File: config.mk
export PLATFORM = sky130hd
export DESIGN_NAME = pipe_credit_ctrl_flat
export DESIGN_NICKNAME = d
export VERILOG_FILES = /design/src/rtl/pipe_credit_ctrl_if.sv /design/src/rtl/pipe_credit_ctrl.sv /design/src/flat_wrapper.sv
export SDC_FILE = /design/constraint.sdc
export NUM_CORES = 1
export LEC_CHECK = 0
export CAP_MARGIN = 20
export CORE_ASPECT_RATIO = 1.5
export CORE_UTILIZATION = 55
export DETAILED_ROUTE_END_ITERATION = 8
export PLACE_DENSITY_LB_ADDON = 0.08
export SLEW_MARGIN = 20
export SYNTH_ARGS = -nofsm -noshare
export SYNTH_HDL_FRONTEND = slang
export SYNTH_SLANG_ARGS = --single-unit
export TNS_END_PERCENT = 100
File: constraint.sdc
create_clock -name clk -period 3.8 [get_ports clk]
set_clock_uncertainty 0.05 [all_clocks]
set_input_delay 0.76 -clock clk [delete_from_list [all_inputs] [get_ports clk]]
set_output_delay 0.76 -clock clk [all_outputs]
set_load 0.05 [all_outputs]
File: src/rtl/pipe_credit_ctrl_if.sv
// Handshake bundle for pipe_credit_ctrl: block control, input stream,
// datapath issue/return and the result stream.
interface pipe_credit_ctrl_if #(
  parameter int DWIDTH = 12
);
  logic              start;
  logic              busy;
  logic              done;
  logic              in_valid;
  logic              in_ready;
  logic [DWIDTH-1:0] in_data;
  logic              pipe_valid;
  logic [DWIDTH-1:0] pipe_din;
  logic [DWIDTH-1:0] pipe_dout;
  logic              out_valid;
  logic              out_ready;
  logic [DWIDTH-1:0] out_data;
  logic              out_last;

  // Controller side.
  modport master (
    input  start, in_valid, in_data, pipe_dout, out_ready,
    output busy, done, in_ready, pipe_valid, pipe_din, out_valid, out_data, out_last
  );

  // Environment side: source, datapath and sink.
  modport slave (
    output start, in_valid, in_data, pipe_dout, out_ready,
    input  busy, done, in_ready, pipe_valid, pipe_din, out_valid, out_data, out_last
  );
endinterface

File: src/rtl/pipe_credit_ctrl.sv
// Credit-based sequencer for one block of NUM_COEFFS coefficients through a
// fixed-latency, non-stallable datapath. Every issued coefficient holds a
// credit until its result leaves the result FIFO, so the FIFO cannot overflow.

// Invariant monitor for the result FIFO and the credit count.
module pipe_credit_ctrl_chk #(
  parameter int FIFO_DEPTH = 5,
  parameter int OW         = 3
) (
  input logic          clk,
  input logic          rst,
  input logic          push_s,
  input logic          pop_s,
  input logic [OW-1:0] fifo_cnt_r,
  input logic [OW-1:0] occ_r
);
  a_no_overflow: assert property (@(posedge clk) disable iff (rst)
    !(push_s && !pop_s && (fifo_cnt_r == OW'(FIFO_DEPTH))));

  a_occ_bound: assert property (@(posedge clk) disable iff (rst)
    occ_r <= OW'(FIFO_DEPTH));
endmodule

module pipe_credit_ctrl #(
  parameter int DWIDTH     = 12,
  parameter int LAT        = 3,
  parameter int FIFO_DEPTH = 5,
  parameter int NUM_COEFFS = 256
) (
  input logic                clk,
  input logic                rst,
  pipe_credit_ctrl_if.master bus
);
  localparam int CW = $clog2(NUM_COEFFS + 1);
  localparam int OW = $clog2(FIFO_DEPTH + 1);
  localparam int PW = (FIFO_DEPTH > 1) ? $clog2(FIFO_DEPTH) : 1;

  localparam logic [CW-1:0] NUM_C     = CW'(NUM_COEFFS);
  localparam logic [CW-1:0] LAST_C    = CW'(NUM_COEFFS - 1);
  localparam logic [OW-1:0] DEPTH_C   = OW'(FIFO_DEPTH);
  localparam logic [PW-1:0] PTR_MAX_C = PW'(FIFO_DEPTH - 1);

  typedef enum logic [1:0] {
    ST_IDLE  = 2'd0,
    ST_RUN   = 2'd1,
    ST_DRAIN = 2'd2,
    ST_DONE  = 2'd3
  } state_t;

  state_t            state_r;
  state_t            state_nxt_s;
  logic [CW-1:0]     issued_r;
  logic [CW-1:0]     popped_r;
  logic [OW-1:0]     occ_r;
  logic [OW-1:0]     fifo_cnt_r;
  logic [PW-1:0]     wr_ptr_r;
  logic [PW-1:0]     rd_ptr_r;
  logic [LAT-1:0]    vld_sr_r;
  logic [LAT-1:0]    vld_sr_nxt_s;
  logic [DWIDTH-1:0] mem_r [FIFO_DEPTH];

  logic in_ready_s;
  logic accept_s;
  logic push_s;
  logic out_valid_s;
  logic pop_s;
  logic start_run_s;

  // Circular pointer advance for a FIFO whose depth need not be a power of two.
  function automatic logic [PW-1:0] ptr_inc(input logic [PW-1:0] p);
    return (p == PTR_MAX_C) ? {PW{1'b0}} : p + PW'(1);
  endfunction

  // Credits come only from registered occupancy, so out_ready never reaches in_ready.
  assign in_ready_s  = (state_r == ST_RUN) && (issued_r < NUM_C) && (occ_r < DEPTH_C);
  assign accept_s    = bus.in_valid && in_ready_s;
  assign push_s      = vld_sr_r[LAT-1];
  assign out_valid_s = (fifo_cnt_r != {OW{1'b0}});
  assign pop_s       = out_valid_s && bus.out_ready;
  assign start_run_s = (state_r == ST_IDLE) && bus.start;

  assign bus.busy       = (state_r != ST_IDLE);
  assign bus.done       = (state_r == ST_DONE);
  assign bus.in_ready   = in_ready_s;
  assign bus.pipe_valid = accept_s;
  assign bus.pipe_din   = bus.in_data;
  assign bus.out_valid  = out_valid_s;
  assign bus.out_data   = mem_r[rd_ptr_r];
  assign bus.out_last   = out_valid_s && (popped_r == LAST_C);

  // State register.
  always_ff @(posedge clk) begin
    if (rst) state_r <= ST_IDLE;
    else     state_r <= state_nxt_s;
  end

  // Next-state: leave RUN on the final issue, leave DRAIN on the final pop.
  always_comb begin
    state_nxt_s = state_r;
    case (state_r)
      ST_IDLE: begin
        if (bus.start) state_nxt_s = ST_RUN;
        else           state_nxt_s = ST_IDLE;
      end
      ST_RUN: begin
        if (accept_s && (issued_r == LAST_C)) state_nxt_s = ST_DRAIN;
        else                                  state_nxt_s = ST_RUN;
      end
      ST_DRAIN: begin
        if (pop_s && (popped_r == LAST_C)) state_nxt_s = ST_DONE;
        else                               state_nxt_s = ST_DRAIN;
      end
      ST_DONE:  state_nxt_s = ST_IDLE;
      default:  state_nxt_s = ST_IDLE;
    endcase
  end

  // Issue and pop counters, cleared when a block starts.
  always_ff @(posedge clk) begin
    if (rst || start_run_s) begin
      issued_r <= {CW{1'b0}};
      popped_r <= {CW{1'b0}};
    end else begin
      if (accept_s) issued_r <= issued_r + CW'(1);
      if (pop_s)    popped_r <= popped_r + CW'(1);
    end
  end

  // Credit occupancy: in-flight plus buffered results.
  always_ff @(posedge clk) begin
    if (rst) begin
      occ_r <= {OW{1'b0}};
    end else begin
      case ({accept_s, pop_s})
        2'b10:   occ_r <= occ_r + OW'(1);
        2'b01:   occ_r <= occ_r - OW'(1);
        default: occ_r <= occ_r;
      endcase
    end
  end

  // Next value of the validity shadow of the datapath.
  always_comb begin
    vld_sr_nxt_s    = {LAT{1'b0}};
    vld_sr_nxt_s[0] = accept_s;
    for (int i = 1; i < LAT; i++) begin
      vld_sr_nxt_s[i] = vld_sr_r[i-1];
    end
  end

  // Validity shadow register; clearing it discards whatever the datapath still holds.
  always_ff @(posedge clk) begin
    if (rst) vld_sr_r <= {LAT{1'b0}};
    else     vld_sr_r <= vld_sr_nxt_s;
  end

  // Result storage, written when a valid result leaves the datapath.
  always_ff @(posedge clk) begin
    if (push_s) mem_r[wr_ptr_r] <= bus.pipe_dout;
  end

  // FIFO pointers and fill level.
  always_ff @(posedge clk) begin
    if (rst) begin
      wr_ptr_r   <= {PW{1'b0}};
      rd_ptr_r   <= {PW{1'b0}};
      fifo_cnt_r <= {OW{1'b0}};
    end else begin
      if (push_s) wr_ptr_r <= ptr_inc(wr_ptr_r);
      if (pop_s)  rd_ptr_r <= ptr_inc(rd_ptr_r);
      case ({push_s, pop_s})
        2'b10:   fifo_cnt_r <= fifo_cnt_r + OW'(1);
        2'b01:   fifo_cnt_r <= fifo_cnt_r - OW'(1);
        default: fifo_cnt_r <= fifo_cnt_r;
      endcase
    end
  end

  pipe_credit_ctrl_chk #(
    .FIFO_DEPTH (FIFO_DEPTH),
    .OW         (OW)
  ) u_chk (
    .clk        (clk),
    .rst        (rst),
    .push_s     (push_s),
    .pop_s      (pop_s),
    .fifo_cnt_r (fifo_cnt_r),
    .occ_r      (occ_r)
  );
endmodule

File: src/flat_wrapper.sv
// flat-port wrapper written by rule: the top's interface ports become plain ports
module pipe_credit_ctrl_flat 
#(
  parameter int DWIDTH     = 12,
  parameter int LAT        = 3,
  parameter int FIFO_DEPTH = 5,
  parameter int NUM_COEFFS = 256
)
  (clk, rst, bus_start, bus_in_valid, bus_in_data, bus_pipe_dout, bus_out_ready, bus_busy, bus_done, bus_in_ready, bus_pipe_valid, bus_pipe_din, bus_out_valid, bus_out_data, bus_out_last);
  pipe_credit_ctrl_if #(.DWIDTH(DWIDTH)) bus_i ();
  input logic clk;
  input logic rst;
  input wire logic [$bits(bus_i.start)-1:0] bus_start;
  input wire logic [$bits(bus_i.in_valid)-1:0] bus_in_valid;
  input wire logic [$bits(bus_i.in_data)-1:0] bus_in_data;
  input wire logic [$bits(bus_i.pipe_dout)-1:0] bus_pipe_dout;
  input wire logic [$bits(bus_i.out_ready)-1:0] bus_out_ready;
  output wire logic [$bits(bus_i.busy)-1:0] bus_busy;
  output wire logic [$bits(bus_i.done)-1:0] bus_done;
  output wire logic [$bits(bus_i.in_ready)-1:0] bus_in_ready;
  output wire logic [$bits(bus_i.pipe_valid)-1:0] bus_pipe_valid;
  output wire logic [$bits(bus_i.pipe_din)-1:0] bus_pipe_din;
  output wire logic [$bits(bus_i.out_valid)-1:0] bus_out_valid;
  output wire logic [$bits(bus_i.out_data)-1:0] bus_out_data;
  output wire logic [$bits(bus_i.out_last)-1:0] bus_out_last;
  assign bus_i.start = bus_start;
  assign bus_i.in_valid = bus_in_valid;
  assign bus_i.in_data = bus_in_data;
  assign bus_i.pipe_dout = bus_pipe_dout;
  assign bus_i.out_ready = bus_out_ready;
  assign bus_busy = bus_i.busy;
  assign bus_done = bus_i.done;
  assign bus_in_ready = bus_i.in_ready;
  assign bus_pipe_valid = bus_i.pipe_valid;
  assign bus_pipe_din = bus_i.pipe_din;
  assign bus_out_valid = bus_i.out_valid;
  assign bus_out_data = bus_i.out_data;
  assign bus_out_last = bus_i.out_last;
  pipe_credit_ctrl #(.DWIDTH(DWIDTH), .LAT(LAT), .FIFO_DEPTH(FIFO_DEPTH), .NUM_COEFFS(NUM_COEFFS)) u_core (.clk(clk), .rst(rst), .bus(bus_i));
endmodule
==> summary by stage <==
Drt
The via density per instance is 5.55. In this run, the number of DRC markers left after iteration 0 of detailed routing was 122. The number of remaining DRC errors is 0. The count of nets left with antenna violations once routing finished came out at 0. For this block, the routed nets add up to 7290 um of wire. The routed layout has 2486 vias.

The detailed-routing iteration count for the pre-antenna-repair pass is 4. The wire length per cell after detailed routing is 16.3 um.

STA
For the pin with the worst max-slew slack, the measured transition is 0.684 ns. The setup TNS after final layout is 0 ns. The timing-limited maximum frequency is 0.300 GHz.

Setup violations remaining at the end of the flow were counted as 0. The final clock period utilization by the worst path is 0.876. The total count of max-transition violations in the final report was 0. Setup repair after global routing left no endpoint under its margin. The post-route minimum period is 3.33 ns.

The worst-case headroom to the max-slew limit is 0.542. The number of endpoints with negative hold slack in the final report is 0.

Pwr
The power spent charging and discharging nets is 0.486 mW. The reported leakage power is 1.55 nW. The internal power is 1.71 mW. The clock network fraction of design power is 0.417.

The share of total power dissipated in combinational logic is 0.061. Overall power consumption after layout is estimated at 2.19 mW. Of the total power, the share spent switching nets is 0.222. Of the total power, registers draw 0.522. The power density over cell area is 446 nW/um2. The maximum VDD drop is 0.000277 V.

CTS
Buffers inserted to repair hold after CTS numbered 0. The clock tree from TritonCTS is done. In this run the deepest clock path goes through 2 buffers.

Clock tree synthesis selected as its root buffer the cell clkbuf_16. The number of buffers inserted by post-CTS setup repair is 0. The number of buffers created by CTS is 9. The number of cells upsized or downsized after cts is 0. Clock-pin slew was measured on the worst setup and hold paths at 0.06 ns. The number of sinks handled by clock tree synthesis is 98. The H-tree was split into 3 levels. The later pin in the worst-skew pair is clocked with a latency of 0.34 ns.

Logic synthesis
The net count after synthesis is 356. The fraction of synthesized cell area taken by the top area cell type is 0.421. In the post-synthesis netlist, the biggest area contributors are edfxtp_1, dfxtp_1, mux4_2. The biggest area contributor in the post-synthesis netlist is edfxtp_1.

The synthesized design contains 98 register bits. The count of unique library cells instantiated by Yosys is 50. In the synthesized netlist the async set-or-reset flop fraction comes to 0. The number of flops mapped to enable cells by yosys is 60.

The most frequently used flop master after synthesis is edfxtp_1. The cell count after synthesis came out at 315. The sequential area share after synthesis is 0.599. A synthesized cell averages 13.6 um2. Yosys printed 0 warnings. The area of the mapped netlist is 4280 um2.

Global routing
The first global-routing pass estimated 11400 um of wire. The global route total overflow is 0. In the global route stage, overall resource usage came out at 0.196. The initial antenna violation count is 0. The number of global-route vias before repair was 2403. The pin count of the biggest net entering global routing is 20.

Die
The I/O pin total is 59. For this configuration, the core starts out at a cell density of 0.565. The total area inside the core boundary comes to 7560 um2.

The die footprint is 8140 um2. The floorplan has 39 rows. The die is 74.0 um wide.

The vertical extent of the die is 110 um.

Critical path
The peak fanout along the critical path is 3. The startpoint kind of the worst setup timing path is a primary input. The data required time at the worst endpoint is 2.99 ns. The worst endpoint data arrival time is 2.52 ns.

The class of the most critical setup path is in -> out. The worst setup path is captured at a primary output.

Finish
For this run, the post-layout net count is 382. The diode insertion count for antenna repair is 0. The number of inserted filler cells in the final layout is 583. In the final layout, the share of cells above drive strength 1 is 0.173. In the final layout, the multi-input gates occupy 1490 um2. The final standard cell count with taps included and fillers excluded is 448. Registers take 2560 um2. The synthesis-to-finish area growth is 14.9%. The final instance area is 4910 um2.

Placement
Once placement finished, the instance area stood at 4610 um2. Buffers placed on the I/O ports in this run total 34. The number of placed instances, taps included, is 432.

The wire-length estimate of the detail-placed layout is 4910 um. The placer's final routability congestion estimate is 0.774.

Status
The run finished with clean final reports.

Worst hold path
The class of the tightest hold or removal check is reg -> reg.

Run
The number of max-capacitance violations reported is 0.
==> cell usage in the layout (no fill, tap or decap), types with 2 or more instances in the layout <==
| master | instances |
|---|---|
| inv_6 | 2 |
| ha_1 | 10 |
| nor2_1 | 16 |
| edfxtp_1 | 60 |
| mux2i_1 | 5 |
| clkdlybuf4s50_1 | 34 |
| or3b_1 | 5 |
| inv_1 | 17 |
| clkinv_4 | 2 |
| nand3b_1 | 4 |
| nand2_1 | 13 |
| and3_1 | 2 |
| o21ai_0 | 9 |
| buf_4 | 4 |
| nor3_1 | 2 |
| nor4_2 | 3 |
| clkbuf_16 | 9 |
| nand4_1 | 2 |
| xor2_1 | 4 |
| nand3_1 | 13 |
| mux4_2 | 12 |
| clkinv_2 | 2 |
| dfxtp_1 | 38 |
| fa_1 | 2 |
| a21oi_1 | 20 |
| mux2_2 | 12 |
| o31ai_1 | 6 |
| or3_1 | 7 |
| nor2b_1 | 3 |
| or2_2 | 2 |
| or4_1 | 5 |
==> power by group through the flow <==
stage                     sequential [mW]  combinational, mW  clock (mW)
after floorplan                      1.17              0.123           0
after global placement               1.17              0.132           0
after detailed placement             1.17              0.135           0
after CTS                            1.14              0.136       0.932
after global routing                 1.15              0.145       0.968
final                                1.14              0.134       0.914
==> critical path, stage by stage <==
cell and delay (ns):
clkdlybuf4s50_1 0.52, and4bb_2 0.27, nand2_1 0.10, inv_1 0.08, clkdlybuf4s50_1 0.79
==> flip-flops by register name, indices dropped and copies added (netlist names), named ones only <==
register	flops
u_core.popped_r	9
u_core.mem_r	60
u_core.issued_r	9
u_core.vld_sr_r	3
u_core.occ_r	3
u_core.wr_ptr_r	3
u_core.fifo_cnt_r	3
u_core.rd_ptr_r	3
u_core.state_r	1
==> routing by layer <==
metal,GRT usage,up-vias,part of all wire
li1,-,1212,-
met1,0.216,1226,0.41
met2,0.355,38,0.54
met3,0.0273,10,0.022
met4,0.109,0,0.023
met5,0,-,0
==> layout make-up <==
class                           count  share of cell area
Clock buffer                        9              0.0458
Clock inverter                      7              0.0153
Inverter                           18              0.0138
Multi-Input combinational cell    176               0.302
Sequential cell                    98               0.522
Tap cell                          102              0.0260
Timing Repair Buffer               38              0.0754
==> worst paths after layout <==
kind | from | to | slack (ns) | depth (start not counted)
max | bus_in_valid | bus_pipe_valid | 0.47 | 5
min | u_core.vld_sr_r[1] | u_core.vld_sr_r[2] | 0.38 | 1
max reg2reg | u_core.fifo_cnt_r[2] | u_core.occ_r[2] | 1.39 | 8
min reg2reg | u_core.vld_sr_r[1] | u_core.vld_sr_r[2] | 0.38 | 1
==> through the flow <==
stage                      util  hold WS, ns  worst slack (ns)
final                     0.650        0.384             0.472
after global routing      0.650        0.414             0.402
after CTS                 0.649        0.386             0.456
after detailed placement  0.609        0.372             0.463
after global placement    0.609        0.371             0.483
after floorplan               -        0.364             0.651
==> cells in the mapped netlist (2+ instances only) <==
library cell,count
a21oi_1,20
and3_1,2
buf_2,2
buf_4,13
buf_6,3
clkbuf_1,3
dfxtp_1,38
edfxtp_1,60
fa_1,2
ha_1,10
inv_1,17
mux2_2,12
mux2i_1,5
mux4_2,12
nand2_1,13
nand3_1,13
nand3b_1,4
nand4_1,2
nor2_1,16
nor2b_1,3
nor3_1,3
nor4_2,3
o21ai_0,9
o31ai_1,6
or2_2,2
or3_1,7
or3b_1,5
or4_1,5
xor2_1,4
==> cells by family after synthesis <==
group	synth area share
AOI/OAI and AO/OA	0.0620
DFF	0.599
and+or+nand+nor	0.127
muxes	0.107
buffers and inverters	0.0559
xor gates and xnor gates	0.0102
adders and majority gates	0.0386
(Power assumes the default switching activity.)
